<file path="src/rtl/dmem_port_arbiter_pkg.sv">
// Shared definitions for the data-memory port arbiter: the port owner encoding
// and a helper for sizing the saturating counters.
package dmem_port_arbiter_pkg;

    typedef enum logic [1:0] {
        OWN_NONE = 2'd0,
        OWN_CPU  = 2'd1,
        OWN_DBG  = 2'd2
    } owner_e;

    function automatic int cnt_width(input int max_val);
        return (max_val < 1) ? 1 : $clog2(max_val + 1);
    endfunction

endpackage

</file>
<file path="src/rtl/dmem_port_arbiter_sat_counter.sv">
// Saturating up-counter with synchronous clear. Clear wins over increment, and
// the count holds once it reaches MAX.
module sat_counter #(
    parameter int W   = 3,
    parameter int MAX = 4
) (
    input  logic         clk,
    input  logic         reset,
    input  logic         inc,
    input  logic         clr,
    output logic [W-1:0] count,
    output logic         at_max
);

    logic [W-1:0] count_q;
    logic [W-1:0] count_d;

    assign at_max = (count_q == W'(MAX));
    assign count  = count_q;

    always_comb begin
        count_d = count_q;
        if (clr) begin
            count_d = '0;
        end else if (inc && !at_max) begin
            count_d = count_q + W'(1);
        end
    end

    always_ff @(posedge clk) begin
        if (reset) begin
            count_q <= '0;
        end else begin
            count_q <= count_d;
        end
    end

endmodule

</file>
<file path="src/rtl/dmem_port_arbiter.sv">
// Shares the single data-memory port between the CPU data port and a debug/DMA
// master. The CPU has priority; starvation and locked-burst limits keep debug moving.
module dmem_port_arbiter
    import dmem_port_arbiter_pkg::*;
#(
    parameter int AW        = 32,
    parameter int DW        = 32,
    parameter int MAX_WAIT  = 4,
    parameter int MAX_BURST = 8
) (
    input  logic            clk,
    input  logic            reset,
    input  logic            cpu_req,
    input  logic [AW-1:0]   cpu_addr,
    input  logic [DW-1:0]   cpu_wdata,
    input  logic [DW/8-1:0] cpu_we,
    output logic            cpu_stall,
    output logic            cpu_gnt,
    input  logic            dbg_req,
    input  logic            dbg_lock,
    input  logic [AW-1:0]   dbg_addr,
    input  logic [DW-1:0]   dbg_wdata,
    input  logic [DW/8-1:0] dbg_we,
    output logic            dbg_gnt,
    output logic [DW-1:0]   rdata,
    output logic [AW-1:0]   daddr,
    output logic [DW-1:0]   dwdata,
    output logic [DW/8-1:0] dwe,
    input  logic [DW-1:0]   drdata
);

    localparam int WAIT_W  = cnt_width(MAX_WAIT);
    localparam int BURST_W = cnt_width(MAX_BURST);

    owner_e owner_q;
    owner_e owner_d;

    logic [WAIT_W-1:0]  wait_cnt;
    logic [BURST_W-1:0] burst_cnt;
    logic               wait_at_max;
    logic               burst_at_max;
    logic               cpu_gnt_c;
    logic               dbg_gnt_c;
    logic               cnt_unused;

    // The raw counts are kept visible for debug; arbitration only needs at_max.
    assign cnt_unused = ^{wait_cnt, burst_cnt};

    always_comb begin
        cpu_gnt_c = 1'b0;
        dbg_gnt_c = 1'b0;
        owner_d   = OWN_NONE;
        if (!reset) begin
            if (owner_q == OWN_DBG && dbg_req && dbg_lock && !burst_at_max) begin
                dbg_gnt_c = 1'b1;
            end else if (dbg_req && (!cpu_req || wait_at_max)) begin
                dbg_gnt_c = 1'b1;
            end else if (cpu_req) begin
                cpu_gnt_c = 1'b1;
            end
        end
        if (dbg_gnt_c) begin
            owner_d = OWN_DBG;
        end else if (cpu_gnt_c) begin
            owner_d = OWN_CPU;
        end
    end

    // With no grant the address/data follow the CPU so dmem sees a stable address.
    always_comb begin
        daddr  = cpu_addr;
        dwdata = cpu_wdata;
        dwe    = '0;
        if (dbg_gnt_c) begin
            daddr  = dbg_addr;
            dwdata = dbg_wdata;
            dwe    = dbg_we;
        end else if (cpu_gnt_c) begin
            dwe = cpu_we;
        end
    end

    assign cpu_gnt   = cpu_gnt_c;
    assign dbg_gnt   = dbg_gnt_c;
    assign cpu_stall = !reset && cpu_req && !cpu_gnt_c;
    assign rdata     = drdata;

    sat_counter #(
        .W   (WAIT_W),
        .MAX (MAX_WAIT)
    ) u_wait_cnt (
        .clk    (clk),
        .reset  (reset),
        .inc    (dbg_req && !dbg_gnt_c),
        .clr    (dbg_gnt_c || !dbg_req),
        .count  (wait_cnt),
        .at_max (wait_at_max)
    );

    // Burst length only advances while the CPU is actually being held off.
    sat_counter #(
        .W   (BURST_W),
        .MAX (MAX_BURST)
    ) u_burst_cnt (
        .clk    (clk),
        .reset  (reset),
        .inc    (dbg_gnt_c && cpu_req),
        .clr    (!dbg_gnt_c),
        .count  (burst_cnt),
        .at_max (burst_at_max)
    );

    always_ff @(posedge clk) begin
        if (reset) begin
            owner_q <= OWN_NONE;
        end else begin
            owner_q <= owner_d;
        end
    end

endmodule

</file>
<file path="config.mk">
export PLATFORM = sky130hd
export DESIGN_NAME = dmem_port_arbiter
export DESIGN_NICKNAME = d
export VERILOG_FILES = /design/src/rtl/dmem_port_arbiter_pkg.sv /design/src/rtl/dmem_port_arbiter_sat_counter.sv /design/src/rtl/dmem_port_arbiter.sv
export SDC_FILE = /design/constraint.sdc
export NUM_CORES = 1
export LEC_CHECK = 0
export CELL_PAD_IN_SITES_DETAIL_PLACEMENT = 0
export CELL_PAD_IN_SITES_GLOBAL_PLACEMENT = 1
export CORE_ASPECT_RATIO = 0.7
export CORE_MARGIN = 1
export CORE_UTILIZATION = 16
export CTS_CLUSTER_SIZE = 25
export DETAILED_ROUTE_END_ITERATION = 6
export PLACE_DENSITY_LB_ADDON = 0.1
export SLEW_MARGIN = 40
export SYNTH_ARGS = -nofsm -noshare
export SYNTH_HDL_FRONTEND = slang
export SYNTH_SLANG_ARGS = --single-unit
</file>
<file path="constraint.sdc">
create_clock -name clk -period 3.9 [get_ports clk]
set_clock_uncertainty 0.2 [all_clocks]
set_input_delay 0.78 -clock clk [delete_from_list [all_inputs] [get_ports clk]]
set_output_delay 0.78 -clock clk [all_outputs]
set_load 0.005 [all_outputs]
</file>
==> run metrics <==
status=finished clean; critical path data required time=2920 ps; Synth Area in Adders=2.71%; H-tree Lvls=1; largest net degree at the start of global routing=20; Final period util=97.0%; P per Cell Area=167 nW/um^2; Starting Density=16.6%; clock sinks=9; initial antenna violation count=0; Achievable Freq=264 MHz; TritonRoute pass-1 iters=4; synthesized area=1850 um^2; vias in the first global route=1861; filler cell count=1142; Routed wire per std cell=16.0 um; EDFF count, synth=0; Slew Viols, Final=0; endpoints failing setup=0; Port Buffers=211; RSZ-0062 raised after global routing=false; Synth Area in Simple Gates=5.63%; chip width=130 um; P&R area growth vs syn=114%; grt ovf=0; n_diodes=0; Via-to-Cell Ratio=3.76; detailed-route via count=1870; final core occ=35.5%; number of library cell types mapped by synthesis=26; post-synthesis mux area share=52.1%; Avg Cell Area, Syn=11.3 um^2; count leader, synth=mux2_4; total negative slack=0 ps; 1st-iter DRT viols=16; core area=11100 um^2; ranking of synthesized cells by area=mux2_4, buf_4, dfxtp_1; Seq/Total Area, Yosys=9.76%; Post-DRT Antenna Nets=0; largest family of logic cells by synthesized area=multiplexers; Top FF cell, synth=dfxtp_1; Nets=523; Synth Area in Compound Gates=6.78%; fraction of registers with async set/reset=0%; Clock Root Buffer=clkbuf_16; GPL Wtd Cong=0.682; Max Cap Violations=0; fin crit period=3780 ps; relative slew slack=74.8%; Post-Synth XOR/XNOR Area=0.475%; Yosys warnings=0; first-pass GRT wire length=10800 um; worst hold-check path type=reg -> reg; critical path type=in -> out; # Post-CTS Setup Buffers=0; placed wire-length estimate=7150 um; GRT Overall Usage=12.0%; top cells by instance count after synthesis=mux2_4, buf_4, dfxtp_1, inv_1, buf_12; Yosys top cell by area=mux2_4; Reg clk slew, reported paths=40 ps; crit path max fanout=19; Synthesized Nets=341; I/O pin total=276; LEAKAGE=0.00171 uW; Hold Vio Cnt, Final=0; chip height=91.9 um; Die Area=12000 um^2; #FFs+latches synth=9; layout cell share with drive strength beyond 1=22.0%; kind of start point of the critical path=input port; TritonCTS Buffers=3; Synth Instances=164; WP data arrival=2800 ps; Worst-Margin Slew=379 ps; total wire length=7970 um; share of the synthesized area in the top cell type=52.1%; cts hold-fix bufs=0; # rows=32; CTS tree=yes; Max Root-Sink Buffers=2; Worst-Skew Late Latency=230 ps; highest ir drop seen on vdd=141 uV; CP Capture Type=output port; Resized cells post-CTS=0; DRC=0
-- path summary, 6_finish.rpt --
kind / depth (start not counted) / startpoint / slack, ps / to
max reg2reg: 6 / u_burst_cnt.count[0] / 1820 / u_burst_cnt.count[2]
max: 7 / dbg_lock / 120 / daddr[6]
min: 2 / u_burst_cnt.count[3] / 290 / u_burst_cnt.count[3]
min reg2reg: 2 / u_burst_cnt.count[3] / 290 / u_burst_cnt.count[3]
-- metrics by stage --
stage	instances	total power (uW)	hold WS (ps)	setup WS, ps	cell area (um^2)
CTS	498	669	295	96.8	3950
global placement	494	490	293	99.0	3870
finish	498	660	294	117	3950
detailed placement	494	489	289	97.7	3870
global route	498	692	321	42.7	3950
floorplan	164	254	260	1070	1850
-- report_power, final --
part	leakage (uW)	switching, uW	total [uW]	internal, uW
sequential	0.0000733	1.30	96.2	94.9
combinational	0.00160	93.9	387	293
clock	0.0000382	41.2	177	136
total	0.00171	136	660	524
-- state kept, by name (all words and copies together), names as in the netlist --
name,flops
owner_q,2
u_wait_cnt.count,3
u_burst_cnt.count,4
-- layer usage --
metal | GRT usage [%] | share of wire [%] | vias to the layer above
li1 | - | - | 913
met1 | 12.9 | 37 | 809
met2 | 22.0 | 49 | 142
met3 | 5.13 | 14 | 6
met4 | 1.34 | 0.51 | 0
met5 | 0 | 0 | -
-- cells in the final DEF (no fill, tap or decap), drive strengths merged --
cell type	netlist	final
or3b	1	1
nor2	1	1
nor3	3	3
o21ai	4	4
o22ai	1	1
nand3b	3	3
a22o	4	4
a211oi	2	2
a21oi	5	5
nand4	1	1
mux2	64	64
and3b	1	1
xnor2	1	1
ha	4	4
nand2b	3	3
dfxtp	9	9
clkdlybuf4s50	0	211
inv	9	9
a21o	1	1
o21a	1	1
a211o	1	1
nand3	1	1
buf	40	6
clkbuf	0	4
nand2	4	4
-- worst max-delay path, cell delays in order --
cell and delay (ps):
clkdlybuf4s50_1 460, nand3b_1 90, o21a_1 200, a21o_4 280, buf_12 190, mux2_4 300
clkdlybuf4s50_1 490
-- area by class of cell --
type / instances / area (um^2) / share of cell area, %
Clock buffer: 4 / 78.8 / 2.00
Inverter: 9 / 33.8 / 0.856
Multi-Input combinational cell: 106 / 1260 / 31.8
Sequential cell: 9 / 180 / 4.56
Tap cell: 153 / 191 / 4.85
Timing Repair Buffer: 217 / 2210 / 55.9
-- cell families after synthesis --
group,Yosys count
mux,64
xor+xnor,1
flops,9
buf+inv,49
compound gates,19
fa+ha+maj,4
simple gates,18
No activity file was read; power rests on OpenSTA's default activity.
